### src/rtl/prng_lfsr_multi.sv
// Dual-LFSR pseudo-random word generator with XOR / A-only / von Neumann output modes,
// seed-load handshake, repetition health check and a show-ahead output FIFO.
module prng_lfsr_multi #(
    parameter int WIDTH     = 16,
    parameter int OUT_W     = 8,
    parameter int DEPTH     = 4,
    parameter int REP_LIMIT = 32
) (
    input  logic                       clk,
    input  logic                       rst,
    input  logic                       en,
    input  logic [1:0]                 mode,
    input  logic                       seed_valid,
    input  logic [WIDTH-1:0]           seed_data,
    output logic                       seed_ready,
    output logic                       out_valid,
    output logic [OUT_W-1:0]           out_data,
    input  logic                       out_ready,
    output logic [$clog2(DEPTH):0]     fifo_level,
    output logic                       health_fail
);
    localparam int AW = $clog2(DEPTH);
    localparam int CW = $clog2(OUT_W + 1);
    localparam int RW = $clog2(REP_LIMIT + 1);
    localparam logic [31:0] TAPS_A = (WIDTH == 8)  ? 32'h0000_00B8 :
                                     (WIDTH == 16) ? 32'h0000_D008 :
                                     (WIDTH == 24) ? 32'h00E1_0000 : 32'h8020_0003;
    localparam logic [31:0] TAPS_B = (WIDTH == 8)  ? 32'h0000_008E :
                                     (WIDTH == 16) ? 32'h0000_8805 :
                                     (WIDTH == 24) ? 32'h0080_0043 : 32'hE000_0200;
    localparam logic [WIDTH-1:0] MASK_A = TAPS_A[WIDTH-1:0];
    localparam logic [WIDTH-1:0] MASK_B = TAPS_B[WIDTH-1:0];

    generate
        if (!(WIDTH == 8 || WIDTH == 16 || WIDTH == 24 || WIDTH == 32)) begin : g_bad_width
            $error("prng_lfsr_multi: WIDTH must be 8, 16, 24 or 32");
        end
        if (OUT_W < 1 || OUT_W > WIDTH) begin : g_bad_out_w
            $error("prng_lfsr_multi: OUT_W must be 1..WIDTH");
        end
        if (DEPTH < 2 || (DEPTH & (DEPTH - 1)) != 0) begin : g_bad_depth
            $error("prng_lfsr_multi: DEPTH must be a power of two >= 2");
        end
        if (REP_LIMIT < 2) begin : g_bad_rep
            $error("prng_lfsr_multi: REP_LIMIT must be >= 2");
        end
    endgenerate

    typedef enum logic [1:0] {IDLE, RUN, FULL} state_e;

    state_e             state_q, state_d;
    logic [WIDTH-1:0]   a_q, a_d, b_q, b_d;
    logic [OUT_W-1:0]   acc_q, acc_d;
    logic [CW-1:0]      cnt_q, cnt_d;
    logic               vn_have_q, vn_have_d, vn_first_q, vn_first_d;
    logic [1:0]         mode_q;
    logic [RW-1:0]      run_q, run_d;
    logic               last_q, last_d, hfail_q, hfail_d, srdy_q;
    logic [OUT_W-1:0]   mem_q [DEPTH];
    logic [AW-1:0]      wptr_q, rptr_q;
    logic [AW:0]        count_q;

    logic [1:0] m;
    logic       load, pop, full, blocked, step, raw, vn_have_eff, push, emit, ebit;

    // Mode 11 aliases 00, so switching between them is not a mode change.
    assign m           = (mode == 2'b11) ? 2'b00 : mode;
    assign load        = seed_valid & srdy_q;
    assign pop         = (count_q != '0) & out_ready;
    assign full        = (count_q == (AW+1)'(DEPTH));
    assign blocked     = full & ~pop;
    assign step        = en & ~load & ~blocked;
    assign raw         = (m == 2'b01) ? a_q[WIDTH-1] : (a_q[WIDTH-1] ^ b_q[WIDTH-1]);
    assign vn_have_eff = vn_have_q & (m == mode_q);

    always_comb begin
        state_d = IDLE;
        case (state_q)
            IDLE:      if (en) state_d = blocked ? FULL : RUN;
            RUN, FULL: state_d = !en ? IDLE : (blocked ? FULL : RUN);
            default:   state_d = IDLE;
        endcase
    end

    always_comb begin
        a_d        = a_q;
        b_d        = b_q;
        acc_d      = acc_q;
        cnt_d      = cnt_q;
        vn_have_d  = vn_have_eff;
        vn_first_d = vn_first_q;
        run_d      = run_q;
        last_d     = last_q;
        hfail_d    = hfail_q;
        push       = 1'b0;
        emit       = 1'b0;
        ebit       = 1'b0;
        if (load) begin
            a_d       = (seed_data == '0) ? WIDTH'(1) : seed_data;
            b_d       = (&seed_data) ? WIDTH'(4'hA) : ~seed_data;
            acc_d     = '0;
            cnt_d     = '0;
            vn_have_d = 1'b0;
            run_d     = '0;
            hfail_d   = 1'b0;
        end else if (step) begin
            a_d    = {a_q[WIDTH-2:0], ^(a_q & MASK_A)};
            b_d    = {b_q[WIDTH-2:0], ^(b_q & MASK_B)};
            last_d = raw;
            if (run_q != '0 && raw == last_q) begin
                if (run_q != RW'(REP_LIMIT)) run_d = run_q + 1'b1;
            end else begin
                run_d = RW'(1);
            end
            if (run_d == RW'(REP_LIMIT)) hfail_d = 1'b1;
            if (m == 2'b10) begin
                if (vn_have_eff) begin
                    vn_have_d = 1'b0;
                    emit      = (vn_first_q != raw);
                    ebit      = vn_first_q;
                end else begin
                    vn_have_d  = 1'b1;
                    vn_first_d = raw;
                end
            end else begin
                emit = 1'b1;
                ebit = raw;
            end
            if (emit) begin
                acc_d = OUT_W'({acc_q, ebit});
                if (cnt_q == CW'(OUT_W - 1)) begin
                    push  = 1'b1;
                    cnt_d = '0;
                end else begin
                    cnt_d = cnt_q + 1'b1;
                end
            end
        end
    end

    always_ff @(posedge clk or posedge rst) begin
        if (rst) state_q <= IDLE;
        else     state_q <= state_d;
    end

    always_ff @(posedge clk or posedge rst) begin
        if (rst) begin
            a_q        <= WIDTH'(1);
            b_q        <= WIDTH'(4'hA);
            acc_q      <= '0;
            cnt_q      <= '0;
            vn_have_q  <= 1'b0;
            vn_first_q <= 1'b0;
            mode_q     <= 2'b00;
            run_q      <= '0;
            last_q     <= 1'b0;
            hfail_q    <= 1'b0;
            srdy_q     <= 1'b0;
            wptr_q     <= '0;
            rptr_q     <= '0;
            count_q    <= '0;
            for (int i = 0; i < DEPTH; i++) mem_q[i] <= '0;
        end else begin
            a_q        <= a_d;
            b_q        <= b_d;
            acc_q      <= acc_d;
            cnt_q      <= cnt_d;
            vn_have_q  <= vn_have_d;
            vn_first_q <= vn_first_d;
            mode_q     <= m;
            run_q      <= run_d;
            last_q     <= last_d;
            hfail_q    <= hfail_d;
            srdy_q     <= 1'b1;
            if (load) begin
                wptr_q  <= '0;
                rptr_q  <= '0;
                count_q <= '0;
            end else begin
                if (push) begin
                    mem_q[wptr_q] <= acc_d;
                    wptr_q        <= wptr_q + 1'b1;
                end
                if (pop) rptr_q <= rptr_q + 1'b1;
                if (push && !pop)      count_q <= count_q + 1'b1;
                else if (pop && !push) count_q <= count_q - 1'b1;
            end
        end
    end

    assign seed_ready  = srdy_q;
    assign out_valid   = (count_q != '0);
    assign out_data    = (count_q != '0) ? mem_q[rptr_q] : '0;
    assign fifo_level  = count_q;
    assign health_fail = hfail_q;
endmodule

### config.mk
export PLATFORM = sky130hd
export DESIGN_NAME = prng_lfsr_multi
export DESIGN_NICKNAME = d
export VERILOG_FILES = /design/src/rtl/prng_lfsr_multi.sv
export SDC_FILE = /design/constraint.sdc
export NUM_CORES = 1
export LEC_CHECK = 0
export BUFFER_PORTS_ARGS = -buffer_cell sky130_fd_sc_hd__buf_2
export CAP_MARGIN = 20
export CORE_ASPECT_RATIO = 1.2
export CORE_MARGIN = 3
export CORE_UTILIZATION = 30
export CTS_CLUSTER_SIZE = 25
export DETAILED_ROUTE_END_ITERATION = 16
export PLACE_DENSITY = 0.44
export REMOVE_ABC_BUFFERS = 1
export SLEW_MARGIN = 30
export SYNTH_ARGS = -nofsm -noshare
export SYNTH_HDL_FRONTEND = slang
export SYNTH_SLANG_ARGS = --single-unit
### constraint.sdc
create_clock -name clk -period 3.6 [get_ports clk]
set_input_delay 0.72 -clock clk [delete_from_list [all_inputs] [get_ports clk]]
set_output_delay 0.72 -clock clk [all_outputs]
set_load 0.02 [all_outputs]
After elaboration in Yosys (flattened, before gate mapping). Index checks and enable logic that the tools add are counted.

Output and inout port bits: 14. Flip-flop bits (word level): 96. Logic and storage cells: 126.

Reductions and logical operators: 23. Bitwise operators: 14. $add $sub $neg: 6. Order comparisons: 3. Equality and inequality tests: 10. Multiplexer cells: 52.

Operator list (number): $mux W16 (6); $mux W8 (7); $mux W6 (6); $bwmux W32 (1); $reduce_xor A16 Y1 (2); $mux W1 (18); $bmux W8 S2 (1); $demux W8 S2 (1); $logic_not A16 Y1 (1); $mux W4 (4); $not A16 Y16 (1); $reduce_and A16 Y1 (1); $mux W2 (5); $reduce_bool A2 Y1 (5); $mux W3 (3); $reduce_and A2 Y1 (4); $add A6 B1 Y6 const B (1); $and A1 B1 Y1 (6); $eq A6 B6 Y1 const B (1); $ge A3 B3 Y1 const B (2); $ne A6 B6 Y1 const B (1); $not A2 Y3 (2); $reduce_bool A3 Y1 (2); $reduce_bool A6 Y1 (1); other kinds (17) (26).

Longest topological paths before layout. Gate-level depths: netlist of the first run.

Depth after elaboration: 17. Mapped depth: 10. Gate-level depth less buffers: 9.

Least setup slack after synthesis of the first run. No wires, ideal clock.

Path type: input to register. From: input out_ready. To: register count_q[2], in the netlist fifo_level[2]. Arrival: 2.861 ns. Stages on the path: 10. Library setup time: 0.104 ns. Setup slack: 0.635 ns. Cell sequence: buf_6 > or4b_4 > and2_1 > buf_2 > nand4_2 > nor2_1 > fa_1 > nand2b_1 > mux2_4 > o311ai_1.

Cells in the longest elaborated chain, start to end: 10.

Ends and longest elaborated chain: start: declaration (line 18) `input logic out_ready,`; $and A1 B1 Y1 (*) (line 69) `assign pop = (count_q != '0) & out_ready;`; $not A1 Y1 (line 71) `assign blocked = full & ~pop;`; $and A1 B1 Y1 (line 71); $not A1 Y1 (line 72) `assign step = en & ~load & ~blocked;`; $and A1 B1 Y1 (line 72); $mux W1 (line 106) `end else if (step) begin`; $mux W1 (line 98) `if (load) begin`; $logic_and A1 B1 Y1 or $logic_not A1 Y1 (tied branches) (line 185, 186); $mux W3 or $logic_and A1 B1 Y1 (tied branches) (line 185, 186); $mux W3 or $reduce_bool A3 Y1 (tied branches); end signal: assignment (line 185) `if (push && !pop) count_q <= count_q + 1'b1;`; end signal: assignment (line 186) `else if (pop && !push) count_q <= count_q - 1'b1;`; end: declaration (line 61) `logic [AW:0] count_q;`.

Mark *: on every way between the ends. The rest lies on a longest branch, timed or not. A chain may end at the register's enable or synchronous reset.

Final worst setup path of the first run.
From: register rptr_q[0]. To: output out_data[4].

Cells in the longest elaborated chain, start to end: 5.

Ends and longest elaborated chain: start: declaration (line 60) `logic [AW-1:0] wptr_q, rptr_q;`; start signal: assignment (line 184) `if (pop) rptr_q <= rptr_q + 1'b1;`; $not A2 Y3 (not written as such) (line 193) `assign out_data = (count_q != '0) ? mem_q[rptr_q] : '0;`; $bmux W8 S2 (line 193); $mux W8 (not written as such) (2 in series) (line 193); $mux W8 (line 193); end: declaration (line 17) `output logic [OUT_W-1:0] out_data,`.

No other way between the ends. The select of a mux whose other input is x is not followed.

==> out/metrics.yaml, run 1 <==
crit_type: "flip-flop to output pin"
slowest_delay_ps: 780
final_area_mm2: 0.00550
ys_ff_latch: 95
synth_area_mm2: 0.00481
hold_viol_final: 0
setup_viol: 0
drtPass1Iterations: 4
arrival_ps: 2040
crit_buf_inv: 1
p_leak_uw: 0.00252
place_congestion: 0.737
synthMuxAreaShare: 0.145
r2r.worst_path.cells: 8
antenna_found_initial: 0
synthXorXnorAreaFrac: 0.0349
p_per_area_mw_per_mm2: 572
rsz0062_at_grt: "no"
synth_edf_count: 0
period_share: 0.767
synthFlopType: "dfrtp_1"
ctsHoldBuffers: 0
first_iter_violations: 161
wl_per_cell_um: 15.4
post-place-ws_ps: 562
grt_pass1_wl_um: 18000
portBuffers: 36
post_cts_resized: 0
clk_latency_ps: 350
rows: 50
cp_max_fo: 10
min_path_type: "input pin to async pin"
die_h_um: 145
crit_family: "flip-flops"
grt_max_degree: 53
wl_met2_um: 5200
path_cells: "mux4_2, and2_1, buf_2"
synth_top_family_by_area: "simple AND/OR/NAND/NOR gates"
place_area_mm2: 0.00521
ys_top_cells_by_area: "dfrtp_1 (48%), mux2_2 (7.5%), nand2_1 (4.4%), mux4_2 (3.7%), mux2i_1 (2.9%)"
yosysTopAreaCell: "dfrtp_1"
cts_tree: "yes"
setup_tns_ps: 0
ant_nets: 0
fmax_mhz: 362
synth-compound-area-share: 0.111
wl_met1_um: 4930
cp-end-kind: "output pin"
relSlewSlack: 0.523
synth-async-reset-ratio: 1.00
drive_above_1_share: 0.242
peakVddDrop_v: 0.000224
status: "finished, final reports clean"
grt_pass1_vias: 3532
cp.required_ps: 2880
cp.depth: 3
yosysSeqAreaShare: 0.495
fin_worst_skew_ps: 5.12
final_core_util: 0.352
grt_use_total: 0.131
ios: 37
clkTransAtPathRegs_ps: 70
routed_wirelength_um: 10700
area_growth_pct: 14.4
yosys.cell_types.count: 57
worst_slack_ps: 839
finalPower_uw: 3140
synth.most_common_cell: "dfrtp_1"
die-area_mm2: 0.0176
finalCriticalPeriod_ps: 2760
die_x_um: 122
synthSimpleGateAreaFrac: 0.157
syn_avg_cell_area_um2: 10.7
clkSinkCount: 95
place_hpwl_um: 7140
worst_pin_slew_ps: 713
synth_common_cells: "dfrtp_1 (92), nand2_1 (56), nor2_1 (34)"
start_kind: "flip-flop"
drcViolationCount: 0
postSynthCellCount: 450
cts_root_buf: "clkbuf_16"
cts_setup_buffers: 0
slew_viol_final: 0
synthAdderAreaFrac: 0.0224
wl_met3_um: 348
fin_nets: 510
route.vias.total: 3408
cts_buffers: 9
initial_core_util: 0.308
insertedDiodeCount: 0
cts_htree_levels: 3
yosysTopAreaCellShare: 0.479
ys_warn_count: 0
grt_overflow: 0
viasPerCell: 4.92
maxUsedRoutingLayer: "met4"
core_area_mm2: 0.0156
cp_slowest_cell: "dfrtp_1"
cts_buffer_depth: 2
max_cap_violations: 0
[cells by family after synthesis]
group                    Yosys count
other                              1
buffers and inverters             37
multiplexers                      55
adder cells (fa/ha/maj)            8
flip-flops                        95
AND/OR/NAND/NOR                  155
AO/OA/AOI/OAI                     83
XOR/XNOR                          16
[cells in the final DEF, fill, tap and decap left out, types with 3 or more instances in the layout]
| master | netlist | final |
|---|---|---|
| nor4_1 | 7 | 7 |
| inv_1 | 10 | 9 |
| dfstp_2 | 3 | 3 |
| a31oi_1 | 17 | 17 |
| mux4_2 | 8 | 8 |
| and2_1 | 11 | 10 |
| nor3_1 | 5 | 5 |
| ha_1 | 7 | 7 |
| a21oi_1 | 21 | 21 |
| dfrtp_1 | 92 | 92 |
| buf_4 | 0 | 8 |
| o211ai_1 | 3 | 3 |
| nand3_1 | 12 | 12 |
| xnor2_1 | 10 | 10 |
| nand2_1 | 56 | 56 |
| nand4_1 | 6 | 6 |
| xor2_1 | 4 | 4 |
| buf_2 | 7 | 36 |
| nor2_1 | 34 | 34 |
| mux2_2 | 32 | 32 |
| o21bai_1 | 13 | 13 |
| clkbuf_16 | 0 | 9 |
| nand2_2 | 5 | 5 |
| mux2i_1 | 14 | 14 |
| o21ai_0 | 11 | 11 |
[power breakdown]
group	switching (uW)	internal, uW	leakage [uW]
clock network	445	499	0.000138
registers	197	1240	0.00124
logic	410	359	0.00114
total	1050	2090	0.00252
[worst paths after layout]
check	from	to	slack, ps
hold reg to reg	last_q	last_q	490
min in group clk	last_q	last_q	490
max in group asynchronous	rst	fifo_level[1]	2480
hold / removal	rst	b_q[6]	440
setup / recovery	rptr_q[0]	out_data[4]	840
setup reg to reg	fifo_level[1]	fifo_level[2]	910
[stage by stage]
step                      instances  hold WS (ps)
after floorplan                 423           451
after global placement          676           469
after detailed placement        676           484
after CTS                       692           463
after global routing            692           483
final                           692           443
[per-layer routing]
layer  vias to the layer above  global-route usage
li1                       1663                   -
met2                        57               0.220
met1                      1674               0.168
met4                         0              0.0484
met5                         -                   0
met3                        14              0.0253
[state kept, by name (all words and copies together) (netlist names), 2 cells and up]
| name | flops |
|---|---|
| b_q | 16 |
| fifo_level | 3 |
| mem_q | 32 |
| mode_q | 2 |
| acc_q | 7 |
| rptr_q | 2 |
| run_q | 6 |
| a_q | 16 |
| wptr_q | 2 |
| cnt_q | 4 |
[worst reg2reg max path, delay by kind of cell (launching register included)]
kind,cells,cell delay (ps)
multiplexers,1,250
AO/OA/AOI/OAI,1,220
adder cells (fa/ha/maj),1,420
flip-flops,1,460
AND/OR/NAND/NOR,5,1230
[cell type report]
cell class | count | area, um^2
clock buffers | 10 | 239
clock inverters | 6 | 52.6
fillers | 1625 | 10100
inverters | 10 | 40.0
multi-input cells | 318 | 2270
flip-flops and latches | 95 | 2380
well taps | 208 | 260
repair buffers | 45 | 260
Power figures use the tool's default switching activity.
==> run 2, diff against run 1 <==
==> constraint.sdc (replaced) <==
create_clock -name clk -period 2.7 [get_ports clk]
set_input_delay 0.54 -clock clk [delete_from_list [all_inputs] [get_ports clk]]
set_output_delay 0.54 -clock clk [all_outputs]
set_load 0.02 [all_outputs]
==> out/metrics.yaml, run 2 (synthesized netlist as in run 1, its figures left out) <==
fin_nets: 519
switching_share: 0.319
relSlewSlack: 0.563
core_area_mm2: 0.0156
antenna_found_initial: 0
initial_core_util: 0.308
p_clk_frac: 0.307
rows: 50
grt_pass1_vias: 3511
portBuffers: 36
ios: 37
routed_wirelength_um: 10700
arrival_ps: 2660
cts_root_buf: "clkbuf_16"
p_per_area_mw_per_mm2: 772
p_comb_frac: 0.264
grt_pass1_wl_um: 17700
clkTransAtPathRegs_ps: 70
final_core_util: 0.358
grt_max_degree: 54
clk_latency_ps: 350
cp_max_fo: 6
drive_above_1_share: 0.254
cp-end-kind: "flip-flop"
cts_htree_levels: 3
rsz0062_at_grt: "no"
area_growth_pct: 16.4
clkSinkCount: 95
ctsHoldBuffers: 0
mostFrequentLayoutCells: "dfrtp_1 (92), nand2_1 (56), buf_2 (36)"
max_cap_violations: 0
place_area_mm2: 0.00529
drcViolationCount: 0
crit_buf_inv: 0
cts_tree: "yes"
cts_buffers: 9
ant_nets: 0
seq_power_share: 0.430
p_leak_uw: 0.00257
fmax_mhz: 415
switching_power_uw: 1380
post_cts_resized: 0
final_area_mm2: 0.00560
num-fill-cells: 1625
fin_worst_skew_ps: 8.07
viasPerCell: 4.91
drtPass1Iterations: 4
wl_per_cell_um: 15.2
die_h_um: 145
peakVddDrop_v: 0.000295
setup_tns_ps: 0
slew_viol_final: 0
grt_overflow: 0
min_path_type: "input pin to async pin"
route.vias.total: 3439
die_x_um: 122
place_hpwl_um: 7200
top_register: "mem_q"
place_congestion: 0.759
cp_slowest_cell: "or4b_4"
setup_viol: 0
largest_reg_flops: 32
cts_buffer_depth: 2
top_regs: "mem_q x32, a_q x16, b_q x16"
die-area_mm2: 0.0176
grt_use_total: 0.128
slowest_delay_ps: 500
hold_viol_final: 0
finalCriticalPeriod_ps: 2410
cts_setup_buffers: 0
start_kind: "flip-flop"
path_cells: "or4b_4, and2_2, nand4_2, nor2_1, fa_1, nand2b_1, mux2_4, o311ai_1"
cp.depth: 8
final_common_cell: "dfrtp_1"
status: "finished, final reports clean"
crit_family: "simple AND/OR/NAND/NOR gates"
r2r.worst_path.cells: 8
cp.required_ps: 2950
worst_pin_slew_ps: 649
period_share: 0.893
insertedDiodeCount: 0
first_iter_violations: 115
p_int_uw: 2940
crit_type: "flip-flop to flip-flop"
-- run 2: cell count changes in the layout (fill, tap and decap cells not counted), sizes merged --
| cell | change |
|---|---|
| clkbuf | +1 |
| bufinv | +1 |
| inv | -1 |
| clkinv | -1 |
| buf | +9 |
-- run 2: worst paths after layout --
kind / start / endpoint / slack, ps
worst max-delay path: fifo_level[2] / fifo_level[2] / 290
worst min-delay path: rst / b_q[6] / 240
worst max register to register: fifo_level[2] / fifo_level[2] / 290
worst min register to register: last_q / last_q / 490
max in group asynchronous: rst / rptr_q[1] / 1770
min in group clk: seed_data[3] / b_q[3] / 370
-- run 2: through the flow --
stage                     hold WS [ps]  power (uW)  worst slack (ps)  cells
after floorplan                    451        2640              -609    423
after global placement             482        3030               122    685
after detailed placement           483        3060              77.9    685
after CTS                          269        4420               256    701
after global routing               277        4610               138    701
final                              244        4320               289    701
-- run 2: layer usage --
metal / global-route usage / vias up / share of wire
met5: 0 / - / 0
met4: 0.0525 / 0 / 0.017
met3: 0.0226 / 12 / 0.024
met2: 0.223 / 40 / 0.50
met1: 0.158 / 1713 / 0.46
li1: - / 1674 / -
-- run 2: final cells by class --
cell class,count,area (um^2),area share
flip-flops and latches,95,2380,0.425
multi-input cells,318,2270,0.405
repair buffers,54,340,0.0608
well taps,208,260,0.0465
clock buffers,11,243,0.0434
clock inverters,5,65.1,0.0116
inverters,10,40.0,0.00715
-- run 2: power by group through the flow --
| stage | combinational [uW] | sequential (uW) | clock [uW] |
|---|---|---|---|
| after floorplan | 761 | 1880 | 0 |
| after global placement | 1150 | 1880 | 0 |
| after detailed placement | 1170 | 1890 | 0 |
| after CTS | 1170 | 1860 | 1380 |
| after global routing | 1290 | 1890 | 1430 |
| final | 1140 | 1860 | 1320 |
